**src/rtl/ma_stage_pkg.sv**
```systemverilog
// Shared definitions for the memory-access stage: control field layout,
// access size encodings, FSM state type and the byte-enable helper.
package ma_stage_pkg;

    localparam int WB_WIDTH = 4;
    localparam int MA_WIDTH = 5;

    // Bit positions inside the MA control word coming from EXMA.
    localparam int MA_RD      = 4;
    localparam int MA_WR      = 3;
    localparam int MA_SIZE_HI = 2;
    localparam int MA_SIZE_LO = 1;
    localparam int MA_SEXT    = 0;

    localparam logic [1:0] SIZE_BYTE = 2'b00;
    localparam logic [1:0] SIZE_HALF = 2'b01;
    localparam logic [1:0] SIZE_WORD = 2'b10;

    typedef enum logic [1:0] {
        ST_IDLE = 2'd0,
        ST_BUSY = 2'd1,
        ST_HOLD = 2'd2
    } ma_state_e;

    // Byte lanes touched by an access; size 11 falls into the word case.
    function automatic logic [3:0] calc_be(input logic [1:0] addr_lo, input logic [1:0] size);
        case (size)
            SIZE_BYTE: return 4'b0001 << addr_lo;
            SIZE_HALF: return addr_lo[1] ? 4'b1100 : 4'b0011;
            default:   return 4'b1111;
        endcase
    endfunction

endpackage

```
**src/rtl/ma_stage_load_align.sv**
```systemverilog
// Picks the addressed lane out of a read word and zero- or sign-extends it.
module ma_load_align
    import ma_stage_pkg::*;
#(
    parameter int WIDTH = 32
) (
    input  logic [1:0]       addr_lo,
    input  logic [1:0]       size,
    input  logic             sext,
    input  logic [WIDTH-1:0] rdata,
    output logic [WIDTH-1:0] result
);

    logic [7:0]  byte_v;
    logic [15:0] half_v;

    // Lane select followed by extension according to access size.
    always_comb begin
        byte_v = rdata[{addr_lo, 3'b000} +: 8];
        half_v = addr_lo[1] ? rdata[31:16] : rdata[15:0];
        case (size)
            SIZE_BYTE: result = {{(WIDTH-8){sext & byte_v[7]}}, byte_v};
            SIZE_HALF: result = {{(WIDTH-16){sext & half_v[15]}}, half_v};
            default:   result = rdata;
        endcase
    end

endmodule

```
**src/rtl/ma_stage.sv**
```systemverilog
// Memory-access stage: issues data-memory transactions for loads/stores,
// stalls the pipe while one is outstanding, and produces the MAWB register.
//
// Memory handshake: o_dmem_req is held high with address, we, be and wdata
// stable from the first BUSY cycle until the cycle i_dmem_ack is high; the
// transaction completes in that cycle, and i_dmem_rdata / i_dmem_err are only
// meaningful alongside ack. A request is never withdrawn early except by reset.
module ma_stage
    import ma_stage_pkg::*;
#(
    parameter int WIDTH = 32,
    parameter int RDS_W = 5
) (
    input  logic                clk,
    input  logic                reset,
    input  logic [WB_WIDTH-1:0] i_WB_Ctrl,
    input  logic [MA_WIDTH-1:0] i_MEM_Ctrl,
    input  logic                i_Valid,
    input  logic [WIDTH-1:0]    i_ALU_rslt,
    input  logic [WIDTH-1:0]    i_Rs2_val,
    input  logic [WIDTH-1:0]    i_PC,
    input  logic [RDS_W-1:0]    i_Rds_addr,
    input  logic                i_MAWB_flush,
    input  logic                i_MAWB_stall,
    output logic                o_dmem_req,
    output logic                o_dmem_we,
    output logic [WIDTH-1:0]    o_dmem_addr,
    output logic [WIDTH-1:0]    o_dmem_wdata,
    output logic [3:0]          o_dmem_be,
    input  logic                i_dmem_ack,
    input  logic [WIDTH-1:0]    i_dmem_rdata,
    input  logic                i_dmem_err,
    output logic                o_MA_stall,
    output logic                o_misalign,
    output logic                o_bus_err,
    output logic [WIDTH-1:0]    o_Data_To_EX,
    output logic [WB_WIDTH-1:0] o_MAWB_WB,
    output logic [WIDTH-1:0]    o_MAWB_Rslt,
    output logic [RDS_W-1:0]    o_MAWB_Rds_addr,
    output logic [WIDTH-1:0]    o_MAWB_PC,
    output ma_state_e           o_state
);

    localparam int MAWB_W = WB_WIDTH + 2*WIDTH + RDS_W;

    ma_state_e           state, state_nx;
    logic [1:0]          size_in;
    logic                mem_op, misaligned, start;
    logic [WIDTH-1:0]    wdata_nx, align_rslt, mem_rslt;
    logic [MAWB_W-1:0]   mawb_nx, mawb_q, hold_q, mem_result;
    logic                discard, flush_pend;

    // Transaction captured on IDLE->BUSY so the bus sees stable values.
    logic [WIDTH-1:0]    txn_addr, txn_wdata, txn_pc;
    logic [3:0]          txn_be;
    logic                txn_we, txn_sext;
    logic [1:0]          txn_size;
    logic [WB_WIDTH-1:0] txn_wb;
    logic [RDS_W-1:0]    txn_rds;

    assign size_in    = i_MEM_Ctrl[MA_SIZE_HI:MA_SIZE_LO];
    assign mem_op     = i_Valid & (i_MEM_Ctrl[MA_RD] | i_MEM_Ctrl[MA_WR]);
    assign misaligned = (size_in == SIZE_HALF) ? i_ALU_rslt[0] :
                        size_in[1]             ? (|i_ALU_rslt[1:0]) : 1'b0;
    assign start      = (state == ST_IDLE) & mem_op & ~misaligned;
    // A flush seen at any point of a BUSY transaction discards its result.
    assign discard    = flush_pend | i_MAWB_flush;

    ma_load_align #(.WIDTH(WIDTH)) u_align (
        .addr_lo (txn_addr[1:0]),
        .size    (txn_size),
        .sext    (txn_sext),
        .rdata   (i_dmem_rdata),
        .result  (align_rslt)
    );

    assign mem_rslt   = txn_we ? '0 : align_rslt;
    assign mem_result = {txn_wb, mem_rslt, txn_rds, txn_pc};

    // Store data replicated across every lane the access could target.
    always_comb begin
        case (size_in)
            SIZE_BYTE: wdata_nx = {(WIDTH/8){i_Rs2_val[7:0]}};
            SIZE_HALF: wdata_nx = {(WIDTH/16){i_Rs2_val[15:0]}};
            default:   wdata_nx = i_Rs2_val;
        endcase
    end

    // Next-state, stall/misalign outputs and the value offered to MAWB.
    always_comb begin
        state_nx   = state;
        o_MA_stall = 1'b0;
        o_misalign = 1'b0;
        mawb_nx    = '0;
        case (state)
            ST_IDLE: begin
                if (mem_op) begin
                    if (misaligned) begin
                        o_misalign = 1'b1;
                    end else begin
                        o_MA_stall = 1'b1;
                        state_nx   = ST_BUSY;
                    end
                end else if (i_Valid) begin
                    mawb_nx = {i_WB_Ctrl, i_ALU_rslt, i_Rds_addr, i_PC};
                end
            end
            ST_BUSY: begin
                o_MA_stall = ~i_dmem_ack;
                if (i_dmem_ack) begin
                    if (!discard && !i_dmem_err) mawb_nx = mem_result;
                    state_nx = i_MAWB_stall ? ST_HOLD : ST_IDLE;
                end
            end
            ST_HOLD: begin
                mawb_nx = hold_q;
                if (!i_MAWB_stall) state_nx = ST_IDLE;
            end
            default: state_nx = ST_IDLE;
        endcase
    end

    // FSM state register.
    always_ff @(posedge clk) begin
        if (!reset) state <= ST_IDLE;
        else        state <= state_nx;
    end

    // Latch the request fields when a transaction starts.
    always_ff @(posedge clk) begin
        if (!reset) begin
            txn_addr  <= '0;
            txn_wdata <= '0;
            txn_pc    <= '0;
            txn_be    <= '0;
            txn_we    <= 1'b0;
            txn_sext  <= 1'b0;
            txn_size  <= '0;
            txn_wb    <= '0;
            txn_rds   <= '0;
        end else if (start) begin
            txn_addr  <= i_ALU_rslt;
            txn_wdata <= wdata_nx;
            txn_pc    <= i_PC;
            txn_be    <= calc_be(i_ALU_rslt[1:0], size_in);
            txn_we    <= i_MEM_Ctrl[MA_WR];
            txn_sext  <= i_MEM_Ctrl[MA_SEXT];
            txn_size  <= size_in;
            txn_wb    <= i_WB_Ctrl;
            txn_rds   <= i_Rds_addr;
        end
    end

    // Remember a flush that arrives before the ack; cleared once BUSY ends.
    always_ff @(posedge clk) begin
        if (!reset || state != ST_BUSY) flush_pend <= 1'b0;
        else if (i_MAWB_flush)          flush_pend <= 1'b1;
    end

    // Hold register parks a completed result while MAWB is stalled.
    always_ff @(posedge clk) begin
        if (!reset)                                               hold_q <= '0;
        else if (state == ST_BUSY && i_dmem_ack && i_MAWB_stall)  hold_q <= mawb_nx;
        else if (state == ST_HOLD && i_MAWB_flush)                hold_q <= '0;
    end

    // MAWB pipeline register: flush beats stall beats load.
    always_ff @(posedge clk) begin
        if (!reset || i_MAWB_flush) mawb_q <= '0;
        else if (!i_MAWB_stall)     mawb_q <= mawb_nx;
    end

    assign {o_MAWB_WB, o_MAWB_Rslt, o_MAWB_Rds_addr, o_MAWB_PC} = mawb_q;

    assign o_dmem_req   = (state == ST_BUSY);
    assign o_dmem_we    = o_dmem_req & txn_we;
    assign o_dmem_be    = o_dmem_req ? txn_be : 4'b0000;
    assign o_dmem_addr  = {txn_addr[WIDTH-1:2], 2'b00};
    assign o_dmem_wdata = txn_wdata;
    assign o_bus_err    = o_dmem_req & i_dmem_ack & i_dmem_err;
    assign o_Data_To_EX = i_ALU_rslt;
    assign o_state      = state;

endmodule
```
**config.mk**
```make
export PLATFORM = sky130hd
export DESIGN_NAME = ma_stage
export DESIGN_NICKNAME = d
export VERILOG_FILES = /design/src/rtl/ma_stage_pkg.sv /design/src/rtl/ma_stage_load_align.sv /design/src/rtl/ma_stage.sv
export SDC_FILE = /design/constraint.sdc
export NUM_CORES = 1
export LEC_CHECK = 0
export BUFFER_PORTS_ARGS = -buffer_cell sky130_fd_sc_hd__buf_4
export CORE_MARGIN = 3
export CORE_UTILIZATION = 54
export CTS_BUF_LIST = sky130_fd_sc_hd__clkbuf_8
export CTS_CLUSTER_DIAMETER = 50
export CTS_CLUSTER_SIZE = 10
export DETAILED_ROUTE_END_ITERATION = 8
export PLACE_DENSITY = 0.84
export SYNTH_ARGS = -nofsm -noshare
export SYNTH_HDL_FRONTEND = slang
export SYNTH_SLANG_ARGS = --single-unit
export TNS_END_PERCENT = 5
```
**constraint.sdc**
```tcl
create_clock -name clk -period 1.9 [get_ports clk]
set_input_delay 0.19 -clock clk [delete_from_list [all_inputs] [get_ports clk]]
set_output_delay 0.19 -clock clk [all_outputs]
set_load 0.02 [all_outputs]
```
; After elaboration in Yosys (flattened, before gate mapping)
; Cells that the tools add are included.
; W data, S select, Z words.
[totals]
out_inout_bits = 180
wordCells = 79
register_bits = 262
[op_classes]
mux = 28
bitwise = 12
n_reduce_logical = 15
eq_ne = 9
shifts = 2
[op_table]
columns = op, n
row1 = $mux W73, 6
row2 = $pmux W73 S3, 1
row3 = $pmux W32 S2, 2
row4 = $mux W32, 1
row5 = $shiftx A32 B6 Y8, 1
row6 = $mux W16, 1
row7 = $mux W2, 5
row8 = $and A1 B1 Y1, 8
row9 = $mux W4, 2
row10 = $pmux W4 S2, 1
row11 = $mux W1, 7
row12 = $eq A2 B1 Y1 const B, 3
row13 = $logic_not A2 Y1, 3
row14 = $ne A2 B2 Y1 const B, 3
row15 = $pmux W2 S3, 1
row16 = $logic_and A1 B1 Y1, 4
row17 = $ne A2 B1 Y1 const B, 2
row18 = $reduce_and A4 Y1, 1
row19 = $shl A1 B2 Y4 const A, 1
row20 = $logic_not A1 Y1, 3
row21 = $eq A2 B2 Y1 const B, 1
row22 = $logic_or A1 B1 Y1, 2
row23 = $not A1 Y1, 2
row24 = $or A1 B1 Y1, 2
row25 = 3 further kinds, 3

; Longest topological paths before layout
; Gate-level depths: netlist of run 1.
[logic_depth]
depth_word = 8
depth_mapped = 7
ltp_nobuf = 4

; Hierarchy
; A second synthesis of run 1 with hierarchy kept.
[hier_totals]
hier_cells = 1383
hier_area_um2 = 11624.9
[modules_own_cells]
columns = mod, n_inst, area_per_inst_um2, cells_per_inst
row1 = ma_stage, 1, 10919.2, 1260
row2 = ma_load_align, 1, 705.7, 123

; Worst setup path before layout of run 1
; OpenSTA, ideal clock, no wires.
[synth_path]
path_type = reg2reg
startpoint = register state[1] (netlist: o_state[1])
endpoint = register state[0] (netlist: o_state[0])
stages_incl_launch_ff = 7
arrival_ns = 1.894
slack_ns = -0.055
required_ns = 1.839
n_path_buf = 2
setup_time_ns = 0.061
cell_sequence = dfxtp_1 clkbuf_1 nor2b_1 clkbuf_1 inv_1 o21ai_0 and2_1
[synth_between]
elab_chain_cells = 3
elab_cells_between_ends = 9
[synth_lines]
columns = item, line
row1 = from (decl), ma_stage.sv:46  ; ma_state_e state, state_nx;
row2 = from (signal assigned), ma_stage.sv:126  ; else state <= state_nx;
row3 = $eq A2 B1 Y1 *, --
row4 = named net o_dmem_req, ma_stage.sv:25  ; output logic o_dmem_req,
row5 = $ne A2 B1 Y1 (no line), --
row6 = $reduce_and A4 Y1 (no line), --
; The timed path passes the listed nets; every way through them passes the cells marked *.
; A chain may end at the register's enable or synchronous reset.

; Worst setup path after layout of run 1
[layout_path]
startpoint = register state[1] (netlist: o_state[1])
endpoint = output o_MA_stall
[layout_between]
elab_chain_cells = 2
elab_cells_between_ends = 3
[layout_lines]
columns = item, line
row1 = $eq A2 B1 Y1 / $logic_not A2 Y1 (equally long branches), ma_stage.sv:95  ; case (state)
row2 = $pmux W1 S2 *, ma_stage.sv:95
row3 = to (decl), ma_stage.sv:33  ; output logic o_MA_stall,
; Every way passes the cells marked *; elsewhere a longest branch is shown, timed or not.

==> reports/metrics.cfg, run 1 <==
[clocking]
cts.clk_slew.worst_paths_ps = 80
clockBufferDepth = 3
cts-root-buf = clkbuf_8
cts_buffers = 34
htreeDepth = 2
cts.sinks = 262
clock_latency_ps = 540
cts_tree = done

[logic_synthesis]
synth_top_area_share_pct = 44.37
synth_mux_area_share_pct = 2.678
synthArstFlopShare_pct = 0
syn_area_sq_mm = 0.01182
ys.warnings.count = 0
seq_area_frac_synth_pct = 44.37
synthCells = 1366
synth.distinct_cells = 55
synth_ff_type = dfxtp_1
synth_top_family_by_area = compound AO/OA/AOI/OAI gates
avgSynthCellArea_sq_um = 8.654
synth_top_area_cell = dfxtp_1
synthTopCellsByArea = dfxtp_1 (44%), nand2_1 (9.7%), buf_4 (4.2%)
synthAdderAreaFrac_pct = 0
synth_edf_count = 0
synth-simple-area-share_pct = 15.11
synth-compound-area-share_pct = 28.07
ys_seq_elements = 262
synthXorXnorAreaFrac_pct = 0

[outcome]
outcome = complete, no violations

[min_path]
hp-class = input port to flop
worstHoldStart = i_Rs2_val[27]

[setup_path]
endpoint_kind = output pin
regToRegSetupSlack_ps = 70
crit_arrival_ps = 1660
startpoint_type = flop
cp.required_ps = 1710
worst-path-buf-inv = 2
critPathKind = flop to output pin
crit_start = o_state[1]$_SDFFE_PN0P_
crit_family = flip-flops
critPathSlowestCell = dfxtp_4
reg2reg_from = o_state[1]$_SDFFE_PN0P_
crit_top_cell = buf_6
path_cells = nor3b_4, buf_6, o221ai_4, o21ai_2, buf_6
cp_slowest_stage_delay_ps = 370
cp_max_fo = 5

[layout]
regArea_sq_mm = 0.005253
nNetsFinal = 1828
fill_cells = 1528
instances_no_fill = 1964
drive_gt1_share_pct = 27.43
multi_input_area_sq_mm = 0.005509
final_area_sq_mm = 0.01569
syn2layout_area_growth_pct = 32.73

[global_routing]
grt_pass1_wl_um = 60590
grtUsageTotal_pct = 30.82
grt_pass1_vias = 11430
grt-ovfl-total = 0
antenna_found_initial = 1
grt_max_degree = 121

[routing]
drt_wl_total_um = 38350
first_pass_iters = 9
wl_per_cell_um = 19.53
drt_iter0_drc = 974
postRouteAntennaNets = 0
post-route-drc-count = 0
dr_total_vias = 11670
viasPerCell = 5.941

[die]
io_pins = 329
die_h_um = 154.0
start_util_pct = 55.53
die_area_sq_mm = 0.02370
die_w_um = 154.0
rows = 53
core-area_sq_mm = 0.02129

[place]
portBuffers = 326
place_inst = 1824
placed_cell_area_sq_mm = 0.01410
gp_congestion = 0.9311
hpwl_um = 24870

[timing]
fin_setup_tns_ps = 0
slew_headroom_pct = 50.37
finClkSkew_ps = 35.18
rsz0062_at_grt = yes
hold_slack_ps = 25.14
hold_violations = 0
setup_viol_count_final = 0
slew_viol_final = 0
worst_slew_pin_slew_ps = 744.5
finalCritPeriodShare_pct = 97.14
fmaxAchievable_mhz = 541.8
layout_min_cycle_time_ps = 1846

[pwr]
total_power_mw = 11.88
ir_drop_uv = 694.6
power_density_mw_per_mm2 = 757.1
p_leak_nw = 6.265

[run]
drv_cap = 0

synth_stat cells, drive strengths merged (2+ instances only):
cell type / count
clkbuf: 67
a222oi: 41
o2111ai: 16
a32o: 2
o211a: 19
nor2: 51
nand3b: 2
a211oi: 40
a221oi: 44
a21boi: 93
or2: 2
a32oi: 9
dfxtp: 262
mux2i: 29
nor3b: 9
o22ai: 2
o31ai: 16
nand3: 8
o21ai: 116
o211ai: 4
nand2b: 20
o22a: 8
nor3: 9
nor2b: 3
nand2: 307
buf: 123
mux2: 2
a21oi: 19
and2: 7
inv: 23
final cells by class:
type | count | area share, %
well taps | 275 | 2.193
inverters | 23 | 0.5502
clock inverters | 10 | 0.7257
diodes | 1 | 0.01595
flip-flops and latches | 262 | 33.48
clock buffers | 35 | 3.070
multi-input cells | 892 | 35.11
repair buffers | 466 | 24.86
cells in the final DEF (no fill, tap or decap), types with 12 or more instances in the layout:
| cell | netlist | layout |
|---|---|---|
| a221oi_1 | 34 | 34 |
| a21oi_1 | 19 | 19 |
| a211oi_1 | 40 | 40 |
| inv_1 | 23 | 25 |
| nor2_1 | 51 | 50 |
| buf_12 | 0 | 12 |
| clkbuf_8 | 0 | 35 |
| buf_4 | 66 | 357 |
| nand2b_1 | 20 | 19 |
| o211a_1 | 19 | 19 |
| o31ai_1 | 16 | 16 |
| a21boi_0 | 42 | 42 |
| o21ai_0 | 96 | 94 |
| a21boi_1 | 51 | 51 |
| dlygate4sd3_1 | 0 | 90 |
| o21ai_1 | 20 | 21 |
| a222oi_1 | 41 | 41 |
| dfxtp_1 | 262 | 260 |
| nand2_1 | 307 | 307 |
| mux2i_1 | 29 | 29 |
metal layers:
metal  vias up  GRT usage [%]  wire (um)
met5         -              0          0
met4         0          12.11       1569
met3       116          7.121       3571
met2       614          52.37      18650
met1      5504          37.93      14570
li1       5434              -          -
flip-flops by register name, summed over array words and instances (netlist names):
name / flops
o_state: 2
flush_pend: 1
o_dmem_wdata: 32
txn_size: 2
txn_sext: 1
txn_pc: 32
txn_we: 1
hold_q: 73
txn_wb: 4
mawb_q: 73
txn_be: 4
txn_rds: 5
txn_addr: 32
path summary, 6_finish.rpt:
check | end | depth (start not counted)
setup / recovery | o_MA_stall | 5
hold / removal | o_dmem_wdata[27]$_SDFFE_PN0P_ | 5
setup reg to reg | mawb_q[28]$_SDFFE_PP0N_ | 7
hold reg to reg | hold_q[53]$_SDFFE_PN0P_ | 2
repair_timing:
item	CTS	global route
endpoints found under the hold margin	126	0
buffers inserted	3	1
setup endpoints to repair	9	20
pin swaps	1	3
hold buffers	90	0
resized for setup	10	9
where the power goes:
part	internal (mW)	switching, mW	total [mW]
Combinational	0.905	1.13	2.04
Clock	1.97	2.09	4.07
Sequential	5.67	0.106	5.77
worst reg2reg max path, stage by stage, from the launching register on:
cell and delay [ps]:
dfxtp_4 370, nor3b_4 230, buf_6 140, buf_4 110, and2_2 190, buf_12 230
a222oi_1 160, a211oi_1 310
logic make-up after synthesis:
kind of cell	Yosys count
muxes	31
AOI/OAI and AO/OA	435
buffers and inverters	213
DFF	262
other	1
and+or+nand+nor	424
metrics by stage:
stage | setup slack [ps] | util, %
floorplan | -16.16 | -
global placement | 159.8 | 66.23
detailed placement | 70.46 | 66.23
CTS | -33.53 | 73.53
global route | -36.73 | 73.71
finish | 54.39 | 73.71
No activity file was read; power rests on OpenSTA's default activity.
==> run 2, diff against run 1 <==
==> constraint.sdc (replaced) <==
create_clock -name clk -period 1.9 [get_ports clk]
set_input_delay 0.095 -clock clk [delete_from_list [all_inputs] [get_ports clk]]
set_output_delay 0.095 -clock clk [all_outputs]
set_load 0.02 [all_outputs]
==> run 2 against run 1 <==
Utilization up 1.4 points. Via count is 3.1% higher. Critical path depth unchanged. Routed wire length up 4.4%. Final area grew 1.9%. Non-clock buffer count increased by 24. Die area is the same. Global-route usage grew 1.5 points. Sequential power barely moved. Critical path type unchanged. Largest power group unchanged.
==> reports/metrics.cfg, run 2 (synthesis gave the netlist of run 1 again) <==
[min_path]
hp-class = input port to flop

[place]
gp_congestion = 0.8859  ; -4.9%
hpwl_um = 25420  ; +2.2%
preCtsSetupSlack_ps = 10.94  ; -59.52 ps
placed_cell_area_sq_mm = 0.01409  ; about the same
portBuffers = 326  ; unchanged

[timing]
fin_setup_tns_ps = 0  ; unchanged
worst_slew_pin_slew_ps = 811.6  ; +67.11 ps
fin_ws_ps = 74.31  ; +19.92 ps
fmaxAchievable_mhz = 547.7  ; +1.1%
layout_min_cycle_time_ps = 1826  ; -19.92 ps
hold_slack_ps = 19.12  ; -6.011 ps
slew_viol_final = 0  ; unchanged
slew_headroom_pct = 45.89  ; -4.5 points
hold_violations = 0  ; unchanged
setup_viol_count_final = 0  ; unchanged
finClkSkew_ps = 15.57  ; -19.61 ps
finalCritPeriodShare_pct = 96.09  ; -1.0 points
rsz0062_at_grt = yes

[clocking]
cts-root-buf = clkbuf_8
cts_buffers = 35  ; +2.9%
cts.clk_slew.worst_paths_ps = 70  ; about the same
clock_latency_ps = 530  ; about the same
clockBufferDepth = 3  ; unchanged
htreeDepth = 2  ; unchanged
cts_tree = done
cts.sinks = 262  ; unchanged

[setup_path]
worst-path-buf-inv = 2  ; unchanged
startpoint_type = flop
critPathKind = flop to output pin
cp.required_ps = 1800  ; +90 ps
crit_family = flip-flops
cp_slowest_stage_delay_ps = 380  ; about the same
critPathSlowestCell = dfxtp_4
endpoint_kind = output pin
cp_max_fo = 7  ; +2
path_cells = nor3b_4, buf_4, o221ai_4, o21ai_4, buf_6
crit_arrival_ps = 1730  ; +70 ps

[layout]
nNetsFinal = 1854  ; +1.4%
fill_cells = 1497  ; -2.0%
utilization_pct = 75.07  ; +1.4 points
antennaDiodeCount = 0  ; -1
top_regs = hold_q x73, mawb_q x73
layout_common_cells = buf_4 (359), nand2_1 (307), dfxtp_1 (260)
final_common_cell = buf_4
syn2layout_area_growth_pct = 35.18
final_area_sq_mm = 0.01598  ; +1.9%
drive_gt1_share_pct = 27.27  ; -0.16 points

[die]
core-area_sq_mm = 0.02129  ; unchanged
die_h_um = 154.0  ; unchanged
rows = 53  ; unchanged
die_area_sq_mm = 0.02370  ; unchanged
io_pins = 329  ; unchanged
start_util_pct = 55.53  ; unchanged
die_w_um = 154.0  ; unchanged

[routing]
viasPerCell = 6.044  ; +1.7%
drt_iter0_drc = 1313  ; +35%
first_pass_iters = 8  ; -1
postRouteAntennaNets = 0  ; unchanged
post-route-drc-count = 0  ; unchanged
wl_per_cell_um = 20.12  ; +3.0%
dr_total_vias = 12030  ; +3.1%
drt_wl_total_um = 40050  ; +4.4%

[global_routing]
grt_pass1_wl_um = 63380  ; +4.6%
grtUsageTotal_pct = 32.34  ; +1.5 points
grtUsageMet2_pct = 54.58  ; +2.2 points
grt_max_degree = 122  ; +0.83%
use_met3_pct = 7.487  ; +0.37 points
grt_pass1_vias = 11990  ; +4.9%
use_met1_pct = 38.59  ; +0.66 points
antenna_found_initial = 0  ; -1
top_usage_layer = met2
grt-ovfl-total = 0  ; unchanged

[pwr]
p_leak_nw = 6.394  ; +2.1%
power_density_mw_per_mm2 = 751.8  ; -0.70%
ir_drop_uv = 664.7  ; -4.3%

[outcome]
outcome = complete, no violations

[run]
drv_cap = 0  ; unchanged

==> run 2: changes by cell type in the layout (fill, tap and decap cells not counted), sizes merged <==
cell / delta
diode: -1
clkbuf: +1
buf: -1
clkinvlp: -2
o221ai: +1
dlygate4sd3: +25
clkinv: +5
inv: -1
==> run 2: cell type report <==
type	count	area, sq um	area share (%)
clock buffer	36	495.5	3.101
clock inverter	12	125.1	0.7830
inverter	23	86.33	0.5402
multi-input combinational	893	5539	34.66
sequential	262	5250	32.85
tap	275	344.1	2.153
timing repair buffer	490	4140	25.91
==> run 2: timing repair <==
item,in CTS,in global routing
pin swaps,1,1
endpoints found under the setup margin,5,25
setup buffers,2,3
resized for setup,7,9
hold buffers,115,0
cloned,1,0
hold endpoints to repair,186,0
==> run 2: worst reg2reg max path: cells and delay by family, from the launching register on <==
family,cells,cell delay (ps)
AO/OA/AOI/OAI,3,690
flip-flops,1,400
multiplexers,1,370
buffers and inverters,1,170
==> run 2: layer usage <==
layer | vias up | share of wire, %
li1 | 5483 | -
met1 | 5635 | 37
met2 | 753 | 48
met3 | 163 | 9.5
met4 | 0 | 5.5
met5 | - | 0
==> run 2: stage by stage <==
stage	std cells	total power [mW]
global route	1991	12.47
finish	1991	12.01
global placement	1822	7.682
floorplan	1367	6.944
CTS	1988	12.00
detailed placement	1822	7.720
==> run 2: worst paths after layout <==
path                                               start                        to  slack [ps]  depth (start not counted)
worst max-delay path             o_state[1]$_SDFFE_PN0P_                o_MA_stall          70                          5
worst max register to register  txn_addr[1]$_SDFFE_PN0P_   mawb_q[56]$_SDFFE_PP0N_         120                          5
worst min-delay path                       i_ALU_rslt[0]  txn_addr[0]$_SDFFE_PN0P_          20                          4
worst min register to register   hold_q[62]$_SDFFE_PN0P_   hold_q[62]$_SDFFE_PN0P_         450                          2
==> run 2: where the power goes <==
part           internal, mW  leakage (nW)  switching, mW  total, mW
Clock                  2.03         0.327           2.10       4.13
Sequential             5.67          2.13          0.112       5.78
Combinational         0.936          3.94           1.16       2.10
Total                  8.64          6.39           3.38       12.0
